## config.mk

```make
export PLATFORM = sky130hd
export DESIGN_NAME = srt4_ctrl_unit
export DESIGN_NICKNAME = d
export VERILOG_FILES = /design/src/rtl/srt4_pkg.sv /design/src/rtl/srt4_qsel.sv /design/src/rtl/srt4_ctrl_unit.sv
export SDC_FILE = /design/constraint.sdc
export NUM_CORES = 1
export LEC_CHECK = 0
export CAP_MARGIN = 20
export CORE_AREA = 2 2 72 60
export DETAILED_ROUTE_END_ITERATION = 7
export DIE_AREA = 0 0 74 62
export GPL_ROUTABILITY_DRIVEN = 0
export HOLD_SLACK_MARGIN = 0.08
export PLACE_DENSITY = 0.68
export SLEW_MARGIN = 20
export SYNTH_ARGS = -nofsm -noshare
export SYNTH_HDL_FRONTEND = slang
export SYNTH_HIERARCHICAL = 1
export SYNTH_SLANG_ARGS = --single-unit
```

## constraint.sdc

```tcl
create_clock -name clk -period 1.73 [get_ports clk]
set_clock_uncertainty 0.05 [all_clocks]
set_input_delay 0.519 -clock clk [delete_from_list [all_inputs] [get_ports clk]]
set_output_delay 0.519 -clock clk [all_outputs]
set_load 0.01 [all_outputs]
```

## src/rtl/srt4_pkg.sv

```systemverilog
// Shared definitions for the radix-4 SRT divider control unit: FSM states,
// strobe bit positions, quotient-digit encoding and digit-selection thresholds.
package srt4_pkg;

  typedef enum logic [3:0] {
    S_IDLE   = 4'd0,
    S_INIT   = 4'd1,
    S_NORM   = 4'd2,
    S_STEP   = 4'd3,
    S_ADD    = 4'd4,
    S_CORR   = 4'd5,
    S_CONV   = 4'd6,
    S_DENORM = 4'd7,
    S_DONE   = 4'd8
  } state_t;

  localparam int NUM_C = 15;
  localparam int C0  = 0;   // clear P/A', load A
  localparam int C1  = 1;   // load B
  localparam int C2  = 2;   // normalisation shift
  localparam int C3  = 3;   // iteration shift
  localparam int C4  = 4;   // quotient digit +1
  localparam int C5  = 5;   // quotient digit -1
  localparam int C6  = 6;   // quotient digit -2
  localparam int C7  = 7;   // quotient digit +2
  localparam int C8  = 8;   // P adder write-back
  localparam int C9  = 9;   // adder subtracts
  localparam int C10 = 10;  // adder uses 2B
  localparam int C11 = 11;  // P <= P + B (correction)
  localparam int C12 = 12;  // A' <= A' + 1 (correction)
  localparam int C13 = 13;  // A <= A - A' (conversion)
  localparam int C14 = 14;  // denormalisation shift

  // Bit 2 is the sign of the digit, bit 1 flags magnitude 2.
  typedef enum logic [2:0] {
    D_0  = 3'b000,
    D_P1 = 3'b001,
    D_P2 = 3'b010,
    D_M1 = 3'b101,
    D_M2 = 3'b110
  } digit_t;

  // Lower bounds of each digit region on the signed P[8:5] estimate.
  localparam logic signed [3:0] PT_P2 = 4'sd3;
  localparam logic signed [3:0] PT_P1 = 4'sd1;
  localparam logic signed [3:0] PT_Z  = -4'sd1;
  localparam logic signed [3:0] PT_M1 = -4'sd3;

  // Adder strobes for a nonzero digit: positive digits subtract, |d|=2 uses 2B.
  function automatic logic [NUM_C-1:0] add_strobes(input digit_t d);
    logic [NUM_C-1:0] v;
    v      = '0;
    v[C8]  = 1'b1;
    v[C9]  = ~d[2];
    v[C10] = d[1];
    return v;
  endfunction

endpackage

```

## src/rtl/srt4_qsel.sv

```systemverilog
// Quotient-digit selection: maps the signed remainder estimate to a radix-4
// digit and the matching one-hot quotient strobe (c4/c5/c6/c7).
module srt4_qsel
  import srt4_pkg::*;
(
  input  logic [3:0]       i_p_top,
  output logic [2:0]       o_digit,
  output logic [NUM_C-1:0] o_qmask
);

  logic signed [3:0] w_pt;
  assign w_pt = signed'(i_p_top);

  // Threshold ladder from the most positive region downwards.
  always_comb begin
    o_digit = D_0;
    o_qmask = '0;
    if (w_pt >= PT_P2) begin
      o_digit     = D_P2;
      o_qmask[C7] = 1'b1;
    end else if (w_pt >= PT_P1) begin
      o_digit     = D_P1;
      o_qmask[C4] = 1'b1;
    end else if (w_pt >= PT_Z) begin
      o_digit     = D_0;
    end else if (w_pt >= PT_M1) begin
      o_digit     = D_M1;
      o_qmask[C5] = 1'b1;
    end else begin
      o_digit     = D_M2;
      o_qmask[C6] = 1'b1;
    end
  end

endmodule

```

## src/rtl/srt4_ctrl_unit.sv

```systemverilog
// Sequencer for the radix-4 SRT divider datapath. Strobes are computed for the
// state being entered and registered, so each state's strobes are visible for
// exactly the cycle the FSM spends in that state.
module srt4_ctrl_unit
  import srt4_pkg::*;
#(
  parameter int WIDTH = 8,
  parameter int STEPS = WIDTH / 2,
  parameter int CNT_W = 3
) (
  input  logic        clk,
  input  logic        rst_n,
  input  logic        start,
  input  logic        b_msb,
  input  logic        b_zero,
  input  logic [3:0]  p_top,
  input  logic        p_sign,
  output logic [14:0] c,
  output logic        busy,
  output logic        done,
  output logic        div_by_zero
);

  localparam int SCNT_W = $clog2(STEPS + 1);
  localparam logic [CNT_W-1:0]  NORM_MAX  = CNT_W'(WIDTH - 1);
  localparam logic [SCNT_W-1:0] STEP_LAST = SCNT_W'(STEPS);

  state_t             r_state;
  logic [NUM_C-1:0]   r_c;
  logic               r_busy;
  logic               r_done;
  logic               r_dbz;
  logic [CNT_W-1:0]   r_norm_cnt;
  logic [SCNT_W-1:0]  r_step_cnt;
  digit_t             r_digit;

  state_t             w_next;
  logic [NUM_C-1:0]   w_c;
  logic               w_dbz_nxt;
  logic [CNT_W-1:0]   w_norm_nxt;
  logic [SCNT_W-1:0]  w_step_nxt;
  digit_t             w_digit_nxt;
  logic               w_go_step;
  logic               w_go_corr;
  logic [2:0]         w_qsel_digit;
  logic [NUM_C-1:0]   w_qsel_mask;

  srt4_qsel u_qsel (
    .i_p_top (p_top),
    .o_digit (w_qsel_digit),
    .o_qmask (w_qsel_mask)
  );

  // Next state plus the strobe set, counters and digit for the state entered.
  always_comb begin
    w_next      = r_state;
    w_c         = '0;
    w_dbz_nxt   = r_dbz;
    w_norm_nxt  = r_norm_cnt;
    w_step_nxt  = r_step_cnt;
    w_digit_nxt = r_digit;
    w_go_step   = 1'b0;
    w_go_corr   = 1'b0;
    case (r_state)
      S_IDLE: begin
        if (start) begin
          w_next     = S_INIT;
          w_c[C0]    = 1'b1;
          w_c[C1]    = 1'b1;
          w_norm_nxt = '0;
          w_step_nxt = '0;
          w_dbz_nxt  = 1'b0;
        end
      end
      S_INIT: w_next = S_NORM;
      S_NORM: begin
        if (b_zero) begin
          w_next    = S_DONE;
          w_dbz_nxt = 1'b1;
        end else if (!b_msb && (r_norm_cnt < NORM_MAX)) begin
          w_c[C2]    = 1'b1;
          w_norm_nxt = r_norm_cnt + 1'b1;
        end else begin
          w_go_step = 1'b1;
        end
      end
      S_STEP: begin
        if (r_digit != D_0) begin
          w_next = S_ADD;
          w_c    = add_strobes(r_digit);
        end else if (r_step_cnt == STEP_LAST) begin
          w_go_corr = 1'b1;
        end else begin
          w_go_step = 1'b1;
        end
      end
      S_ADD: begin
        if (r_step_cnt == STEP_LAST) w_go_corr = 1'b1;
        else                         w_go_step = 1'b1;
      end
      S_CORR: begin
        w_next   = S_CONV;
        w_c[C13] = 1'b1;
      end
      S_CONV, S_DENORM: begin
        if (r_norm_cnt != '0) begin
          w_next     = S_DENORM;
          w_c[C14]   = 1'b1;
          w_norm_nxt = r_norm_cnt - 1'b1;
        end else begin
          w_next = S_DONE;
        end
      end
      S_DONE:  w_next = S_IDLE;
      default: w_next = S_IDLE;
    endcase

    // Entering an iteration: the digit is chosen from the estimate present now.
    if (w_go_step) begin
      w_next      = S_STEP;
      w_c         = w_qsel_mask;
      w_c[C3]     = 1'b1;
      w_digit_nxt = digit_t'(w_qsel_digit);
      w_step_nxt  = r_step_cnt + 1'b1;
    end

    // Entering correction: a negative final remainder is restored by adding B.
    if (w_go_corr) begin
      w_next = S_CORR;
      if (p_sign) begin
        w_c[C8]  = 1'b1;
        w_c[C11] = 1'b1;
        w_c[C12] = 1'b1;
      end
    end
  end

  // State, counters and registered Moore outputs.
  always_ff @(posedge clk or negedge rst_n) begin
    if (!rst_n) begin
      r_state    <= S_IDLE;
      r_c        <= '0;
      r_busy     <= 1'b0;
      r_done     <= 1'b0;
      r_dbz      <= 1'b0;
      r_norm_cnt <= '0;
      r_step_cnt <= '0;
      r_digit    <= D_0;
    end else begin
      r_state    <= w_next;
      r_c        <= w_c;
      r_busy     <= (w_next != S_IDLE) && (w_next != S_DONE);
      r_done     <= (w_next == S_DONE);
      r_dbz      <= w_dbz_nxt;
      r_norm_cnt <= w_norm_nxt;
      r_step_cnt <= w_step_nxt;
      r_digit    <= w_digit_nxt;
    end
  end

  assign c           = r_c;
  assign busy        = r_busy;
  assign done        = r_done;
  assign div_by_zero = r_dbz;

endmodule

```

Word-level counts from Yosys, hierarchy flattened
Index checks and enable logic that the tools add are counted.
{ "op_classes": {"add_sub_neg": 3, "order_cmp": 5, "n_eq_ne": 15, "mux": 51, "bitwise_logic": 1, "reduce_logical": 15} }
{ "ops": {"columns": ["cell", "n"], "rows": [
  ["$mux 3", 10],
  ["$pmux 4 s7", 1],
  ["$mux 4", 6],
  ["$mux 1", 17],
  ["$eq 4x3->1 const B", 4],
  ["$mux 15", 1],
  ["$mux 2", 6],
  ["$mux 11", 1],
  ["$mux 10", 1],
  ["$ne 2x2->1 const B", 5],
  ["$pmux 1 s2", 5],
  ["$pmux 3 s3", 1],
  ["$reduce_bool 3->1", 3],
  ["$eq 4x2->1 const B", 2],
  ["$ge 4x3->1 const B", 2],
  ["$add 3x1->3 const B", 2],
  ["$reduce_bool 2->1", 3],
  ["$reduce_and 5->1", 1],
  ["$eq 4x1->1 const B", 1],
  ["$eq 4x4->1 const B", 1],
  ["$ge 4x1->1 const B", 1],
  ["$ge 4x2->1 const B", 1],
  ["$logic_not 4->1", 1],
  ["$ne 4x4->1 const B", 1],
  ["12 further kinds", 13]
]} }
{ "totals": {"register_bits": 31, "input_bits": 10, "elab_cells": 98} }

Logic depth before layout (Yosys ltp)
{ "depth": {"ltp_word": 9, "depth_mapped": 7} }

Hierarchy
Netlist, hierarchy kept.
{ "by_module_without_submodules": {"columns": ["module", "n_inst", "cells_each", "area_per_inst_um2", "seq_area_each_um2"], "rows": [
  ["srt4_ctrl_unit", 1, 127, 1539.0, 775.7],
  ["srt4_qsel", 1, 25, 161.4, 0.0]
]} }

Least setup slack after synthesis
No wires, ideal clock.
{ "synth_timing": {"path_kind": "reg-to-reg", "startpoint": "register r_state[2]", "endpoint": "register r_norm_cnt[2]", "setup_ns": 0.119, "arrival_ns": 1.671, "required_ns": 1.561, "slack_ns": -0.110, "path_stages_with_launch": 8, "path_buffers": 1, "period_less_slack_ns": 1.840, "cell_sequence": "dfrtp_1 > buf_6 > nand3b_1 > inv_2 > fa_1 > mux2_1 > nand3b_1 > a21bo_1"} }
{ "synth_between": {"elab_chain_len": 4} }
{ "synth_rtl": {"columns": ["item", "line_no", "rtl"], "rows": [
  ["from (decl)", "srt4_ctrl_unit.sv:28", "state_t r_state;"],
  ["from (signal assigned)", "srt4_ctrl_unit.sv:150", "r_state <= w_next;"],
  ["$eq 4x3->1", "srt4_ctrl_unit.sv:64", "case (r_state)"],
  ["$reduce_or 2->1", "srt4_ctrl_unit.sv:64", null],
  ["$ne 2x2->1 (no line) / $reduce_bool 3->1 (equally long branches)", null, null],
  ["$reduce_and 5->1 (no line)", null, null],
  ["to (signal assigned)", "srt4_ctrl_unit.sv:155", "r_norm_cnt <= w_norm_nxt;"],
  ["to (decl)", "srt4_ctrl_unit.sv:33", "logic [CNT_W-1:0] r_norm_cnt;"]
]} }
Parallel ways exist; a longest one is shown, timed or not.
A chain may end at the register's enable or synchronous reset.

Final worst setup path
{ "layout_timing": {"startpoint": "register r_state[2]", "endpoint": "register r_digit[1]"} }
{ "layout_between": {"elab_chain_len": 2} }
{ "layout_rtl": {"columns": ["item", "line_no", "rtl"], "rows": [
  ["$eq 4x3->1 / $eq 4x2->1 (equally long branches)", "srt4_ctrl_unit.sv:64", null],
  ["$pmux 1 s3 *", "srt4_ctrl_unit.sv:64", null],
  ["to (signal assigned)", "srt4_ctrl_unit.sv:157", "r_digit <= w_digit_nxt;"],
  ["to (decl)", "srt4_ctrl_unit.sv:35", "digit_t r_digit;"]
]} }
Every way passes the cells marked *; elsewhere a longest branch is shown, timed or not.

==> metrics.txt <==
failing checks=setup timing; # DRC=0; CP required=1.85 ns; Syn-to-layout area delta=38.88%; Vert. Die Dim=62 microns; Critical Path AT=1.94 ns; first-pass GRT wire length=6141 microns; Crit Path Category=flip-flop to flip-flop; GRT Util Overall=18.58%; Final setup viols=13; htree depth=2; DP HPWL=2790 microns; Critical Path Fanout Max=7; initial antenna violation count=0; CTS tree=done; final worst setup slack=-0.08763 ns; Min-Delay Path Class=flip-flop to flip-flop; Pint=2.477 mW; die area=4588 sq um; grt total ovfl=0; # IOs=28; Nets=227; worst-margin pin slew=0.4686 ns; endpoints failing hold=0; Gate power share=54.0%; PD cells=1643 nW/um^2; drt initial violations=61; outcome=finished, violations left; Die W=74 microns; Routed WL=3827 microns; vias after detailed routing=1346; Final min period=1.818 ns; Core ar.=3968 sq um; final core utilization=59.26%; WL per Instance=14.12 microns; antenna viol nets, final=0; PortBufs=27; clk_lat worst skew=0.29 ns; post-route cell area=2351 sq um; Net Sw Power=1.386 mW; clock power share=14.7%; TritonRoute pass-1 iters=4; max cap viols=0; sequential power share=31.3%; ANT cells=0; total CTS buffers=5; Mean Syn Cell Area=11.21 sq um; leakage=1.327 nW; Pins Over Slew Limit=0; largest net degree at the start of global routing=32; Yosys warning count=6; total clock sinks=31; Sw Ratio=35.89%; CTS Hold Bufs=0; startpoint types=flip-flop; pre-CTS WS=-0.3837 ns; vias in the first global route=1361; cell count after synthesis=151; most common cell after layout, fill and taps aside=buf_4; CP Capture Type=flip-flop; cell area after synthesis=1693 sq um; layout cell share with drive strength beyond 1=29.44%; final critical-path share of the clock period=105.1%; Area after DPL=2177 sq um; r2r setup slk=-0.09 ns; most frequent cells in the layout=buf_4, dfrtp_1, dlymetal6s2s_1; CTS root buf=clkbuf_8; std cell rows=21; number of vias per cell=4.967; CTS Buffer Depth=2; CTS clk-pin slew, worst paths=0.07 ns; VDD IR-drop max=0.7684 mV; relative slew slack=67.96%; worst hold margin=0.4471 ns; Max Fclk=550.2 MHz; RSZ-0062 raised after global routing=yes; Starting Density=42.67%
-- registers in the layout, summed over array words and instances (netlist names) --
register / count
c: 15
r_state: 4
r_digit: 3
r_norm_cnt: 3
r_step_cnt: 3
busy: 1
div_by_zero: 1
done: 1
-- path summary, 6_finish.rpt --
path,start,to,cells after the start
min in group asynchronous,rst_n,busy$_DFF_PN0_,2
worst min register to register,div_by_zero$_DFFE_PN0P_,div_by_zero$_DFFE_PN0P_,2
worst max register to register,r_state[2]$_DFF_PN0_,r_digit[1]$_DFFE_PN0P_,5
max in group asynchronous,rst_n,r_state[2]$_DFF_PN0_,2
worst max-delay path,r_state[2]$_DFF_PN0_,r_digit[1]$_DFFE_PN0P_,5
worst min-delay path,div_by_zero$_DFFE_PN0P_,div_by_zero$_DFFE_PN0P_,2
-- per-stage QoR --
stage	instances	setup TNS (ns)	power [mW]
global placement	257	-5.538	3.184
CTS	271	-0.3973	3.902
global route	271	-1.190	4.143
floorplan	160	-0.3203	2.383
detailed placement	257	-5.952	3.268
finish	271	-0.6328	3.863
-- timing repair --
action,CTS,global route
buffers inserted,6,0
pin swaps,3,2
gates cloned,1,0
gates resized for setup,8,15
setup endpoints to repair,18,26
-- worst max-delay path: stages, from the launching register on --
cell and delay (ns):
dfrtp_2 0.47, nor4b_4 0.42, and3b_2 0.31, a21oi_4 0.07, inv_6 0.08, mux2_4 0.29
-- power by group through the flow --
| stage | sequential (mW) | combinational (mW) | clock (mW) |
|---|---|---|---|
| finish | 1.21 | 2.09 | 0.568 |
| global route | 1.25 | 2.27 | 0.622 |
| CTS | 1.21 | 2.10 | 0.585 |
| detailed placement | 1.22 | 2.04 | 0 |
| global placement | 1.21 | 1.97 | 0 |
| floorplan | 1.24 | 1.15 | 0 |
-- area by class of cell --
type	instances	area, sq um
timing repair buffer	62	575.6
clock buffer	6	82.58
multi-input combinational	104	797.0
tap	57	71.32
inverter	9	38.79
timing repair inverter	1	3.754
sequential	31	777.0
clock inverter	1	5.005
fill	331	1617
-- per-layer routing --
metal	GRT usage, %	vias up	routed length (microns)
met4	5.455	0	29
met5	0	-	0
met2	31.12	34	1899
met1	22.32	655	1688
li1	-	652	-
met3	7.581	5	210
Note: power is estimated with default switching activity, not from simulation.
==> patch 1: new RTL, same settings <==
Change the parameter `WIDTH` from 8 to 16.
--- a/src/rtl/srt4_ctrl_unit.sv
+++ b/src/rtl/srt4_ctrl_unit.sv
@@ -5,5 +5,5 @@
   import srt4_pkg::*;
 #(
-  parameter int WIDTH = 8,
+  parameter int WIDTH = 16,
   parameter int STEPS = WIDTH / 2,
   parameter int CNT_W = 3
Behaviour: not the same (a bounded check fails within 10 cycles, from zero or initial values and one cycle with rst_n low).
==> patch 1 against the unedited design <==
- setup slack better by 0.093 ns
- largest power group unchanged
- synthesized cell count is 2.6% higher
- routed wire length is 10% higher
- synthesized area is 1.6% lower
- power is 2.4% higher
- global-route usage is 0.47 points higher
- sequential cell count is 1 higher
- final area is 6.3% higher
==> patch 1: results (changes against the unedited design) <==
Run status -> complete, no violations (was complete, but fails checks)
Crit-path max FO -> 8 (was 7)
Critical path launch point type -> flop (unchanged)
Antenna violations before repair -> 0 (unchanged)
Static Leakage -> 1.35 nW (was 1.33 nW)
CP max stage delay -> 0.42 ns (was 0.47 ns)
Max rail drop VDD -> 0.765 mV (was 0.768 mV)
CP max-delay cell -> or3_4 (was dfrtp_2)
First-pass GRT wire length -> 6300 µm (was 6140 µm)
Setup crit end kind -> flop (unchanged)
Top Layer Used -> met4 (unchanged)
WP data arrival -> 1.84 ns (was 1.94 ns)
Fmax -> 580 MHz (was 550 MHz)
Syn. warnings -> 6 (unchanged)
Max reg flops -> 15 (unchanged)
Final Cycle Share -> 99.7% (was 105%)
Hpwl dp -> 2870 µm (was 2790 µm)
Sequential share of power -> 30.8% (was 31.3%)
Ant diodes -> 0 (unchanged)
Total Wirelength -> 4210 µm (was 3830 µm)
Total global-route track usage -> 19.1% (was 18.6%)
Iter 0 DRT Violations -> 60 (was 61)
# fillers -> 305 (was 331)
CTS Buf Count -> 5 (unchanged)
Met3 usage -> 5.48% (was 7.58%)
Reg2Reg Depth -> 5 (unchanged)
# nets final -> 240 (was 227)
P_seq -> 1.22 mW
H-tree depth -> 2 (unchanged)
Hold path depth -> 2 (unchanged)
Global routing met1 resource utilization -> 23.0% (was 22.3%)
Worst Hold Margin -> 0.435 ns (was 0.447 ns)
Clk_lat worst skew -> 0.28 ns
Root Driver -> clkbuf_8 (unchanged)
TritonRoute pass-1 iters -> 4 (unchanged)
Clock buffer depth -> 2 (unchanged)
Met2 GRT Util -> 32.7% (was 31.1%)
Internal reg-to-reg setup slack -> 0.005 ns (was -0.09 ns)
Min-delay worst type -> reg -> reg (unchanged)
Routed metal-1 wire length -> 1720 µm (was 1690 µm)
Pre-CTS WS -> -0.454 ns (was -0.384 ns)
Internal power -> 2.49 mW (was 2.48 mW)
DR WL met2 -> 2160 µm (was 1900 µm)
Hold Path Origin -> div_by_zero (unchanged)
Clock power frac -> 12.6% (was 14.7%)
WL met3 -> 254 µm (was 210 µm)
RR Startpoint -> r_digit[1] (was r_state[2])
FF-to-FF End -> r_digit[1] (unchanged)
Hold EP -> div_by_zero (unchanged)
Largest net degree at the start of global routing -> 33 (was 32)
Number of global-route vias before repair -> 1315 (was 1361)
Share of cells above drive strength 1 -> 36.4% (was 29.4%)
Port Buffers -> 27 (unchanged)
Routed vias -> 1441 (was 1346)
-- patch 1: what timing repair did --
| action | CTS | global route |
|---|---|---|
| pin swaps | 3 | 5 |
| setup buffers | 6 | 2 |
| setup endpoints to repair | 18 | 30 |
| hold buffers | 0 | 0 |
| gates resized for setup | 19 | 30 |
-- patch 1: through the flow --
stage / cell area (µm²) / std cells / TNS [ns]
after global placement: 2220 / 269 / -5.82
after global routing: 2500 / 282 / -0.335
after floorplan: 1700 / 164 / 0
final: 2500 / 282 / 0
after detailed placement: 2220 / 269 / -6.86
after CTS: 2390 / 280 / -0.00158
-- patch 1: final cells by class --
type / count / area, µm² / area share [%]
flip-flops and latches: 32 / 803 / 32.1
inverters: 11 / 43.8 / 1.75
repair buffers: 70 / 641 / 25.6
clock buffers: 5 / 68.8 / 2.75
well taps: 57 / 71.3 / 2.85
multi-input cells: 107 / 871 / 34.9
-- patch 1: tightest hold or removal path: stages, from the launching register on --
cell	delay, ns
dfrtp_1	0.33
a21oi_1	0.04
nor2_1	0.07
==> patch 2: new RTL, same flow settings <==
Without the edit above. Reset style: synchronous (`rst_n`), changed in one clocked block.
--- a/src/rtl/srt4_ctrl_unit.sv
+++ b/src/rtl/srt4_ctrl_unit.sv
@@ -137,5 +137,5 @@
 
   // State, counters and registered Moore outputs.
-  always_ff @(posedge clk or negedge rst_n) begin
+  always_ff @(posedge clk) begin
     if (!rst_n) begin
       r_state    <= S_IDLE;
Formal check against the unedited RTL: differs if rst_n is asserted again (counterexample within 4 cycles, from zero or initial values and one cycle with rst_n low); with rst_n held inactive, the same outputs for 10 cycles.
==> patch 2 against the unedited design <==
- the run still ends with negative setup slack left
- synthesized area shrank 13%
- routed wire length decreased by 13%
- setup slack got worse by 0.022 ns
- sequential cell count unchanged
- final area shrank 4.8%
- maximum frequency shrank 1.2%
- critical path type unchanged
- highest routed layer unchanged
Power is not compared: it rests on default switching activity, and its combinational part moved more than twofold at a synthesized area within 25%.
==> patch 2: results (changes against the unedited design) <==
Setup-failing EPs final -> 16 (was 13)
DRC errors left -> 0 (unchanged)
Reg2Reg Depth -> 6 (was 5)
CP max stage delay -> 0.53 ns (was 0.47 ns)
# fillers -> 349 (was 331)
Number of global-route vias before repair -> 1195 (was 1361)
Failing checks -> negative setup slack (unchanged)
Port Buffers -> 27 (unchanged)
Share of cells above drive strength 1 -> 30.0% (was 29.4%)
Antenna violations before repair -> 0 (unchanged)
Run status -> complete, but fails checks (unchanged)
RR Startpoint -> r_state[3] (was r_state[2])
Clk_lat worst skew -> 0.28 ns
First-pass GRT wire length -> 5350 µm (was 6140 µm)
Hold path depth -> 2 (unchanged)
Min-delay worst type -> reg -> reg (unchanged)
Max rail drop VDD -> 0.521 mV
Routed vias -> 1325 (was 1346)
# nets final -> 245 (was 227)
Worst-path clk slew -> 0.07 ns (about the same)
Crit-path max FO -> 6 (was 7)
Total global-route track usage -> 15.9% (was 18.6%)
Hold Path Origin -> div_by_zero (unchanged)
Largest net degree at the start of global routing -> 16 (was 32)
Worst Hold Margin -> 0.465 ns (was 0.447 ns)
Pre-CTS WS -> -0.359 ns (was -0.384 ns)
CP max-delay cell -> or4b_4 (was dfrtp_2)
Setup TNS -> -0.816 ns (was -0.633 ns)
Hpwl dp -> 2350 µm (was 2790 µm)
H-tree depth -> 2 (unchanged)
Hold EP -> div_by_zero (unchanged)
CP top delay family -> simple AND/OR/NAND/NOR gates (unchanged)
TritonRoute pass-1 iters -> 4 (unchanged)
Root Driver -> clkbuf_8 (unchanged)
Static Leakage -> 1.14 nW
Internal reg-to-reg setup slack -> -0.11 ns (was -0.09 ns)
FF-to-FF End -> r_digit[1] (unchanged)
Syn. warnings -> 6 (unchanged)
Iter 0 DRT Violations -> 41 (was 61)
WP data arrival -> 1.97 ns (was 1.94 ns)
Clock buffer depth -> 2 (unchanged)
CTS Buf Count -> 5 (unchanged)
Max reg flops -> 15 (unchanged)
Min setup slack post-route -> -0.109 ns (was -0.0876 ns)
Ant diodes -> 0 (unchanged)
Total Wirelength -> 3350 µm (was 3830 µm)
patch 2: layer usage:
layer	vias up	global-route usage (%)	wire length [µm]
li1	684	-	-
met1	615	19.2	1510
met2	21	26.4	1670
met3	5	5.16	136
met4	0	6.75	31
met5	-	0	0
patch 2: how the worst max path moves through the flow:
stage	from	end	cells after the start
2_1_floorplan	r_state[1]	r_digit[2]	6
3_3_place_gp	b_msb	r_norm_cnt[2]	7
3_5_place_dp	b_msb	r_norm_cnt[2]	7
4_1_cts	r_state[3]	r_digit[1]	6
5_1_grt	r_state[3]	r_norm_cnt[0]	7
6_report	r_state[3]	r_digit[1]	6
patch 2: layout make-up:
type / instances / area share (%)
multi-input cells: 123 / 35.8
flip-flops and latches: 31 / 28.0
repair buffers: 64 / 26.6
clock buffers: 6 / 3.69
well taps: 57 / 3.19
clock inverters: 2 / 1.57
inverters: 7 / 1.17
patch 2: worst reg2reg max path, stage by stage (launching register included):
cell	delay, ns
dfxtp_2	0.32
or4b_4	0.53
a21boi_4	0.17
o22ai_4	0.24
buf_6	0.17
mux2i_1	0.19
nor2_1	0.06
patch 2: report_power, final:
part | internal, mW | switching [mW]
registers | 0.759 | 0.0228
logic | 0.284 | 0.232
clock network | 0.466 | 0.283
patch 2: stage by stage:
step	utilization, %	std cells	instance area [µm²]	total power [mW]
after floorplan	-	175	1520	1.04
after global placement	49.5	273	1970	1.24
after detailed placement	49.5	273	1970	1.25
after CTS	55.0	290	2180	2.05
after global routing	56.4	290	2240	2.15
final	56.4	290	2240	2.05
patch 2: what timing repair did:
item                                    in CTS  in global routing
pin swaps                                    8                  6
hold buffers                                 0                  0
setup buffers                                9                  0
gates resized for setup                     12                 20
endpoints found under the setup margin      21                 34
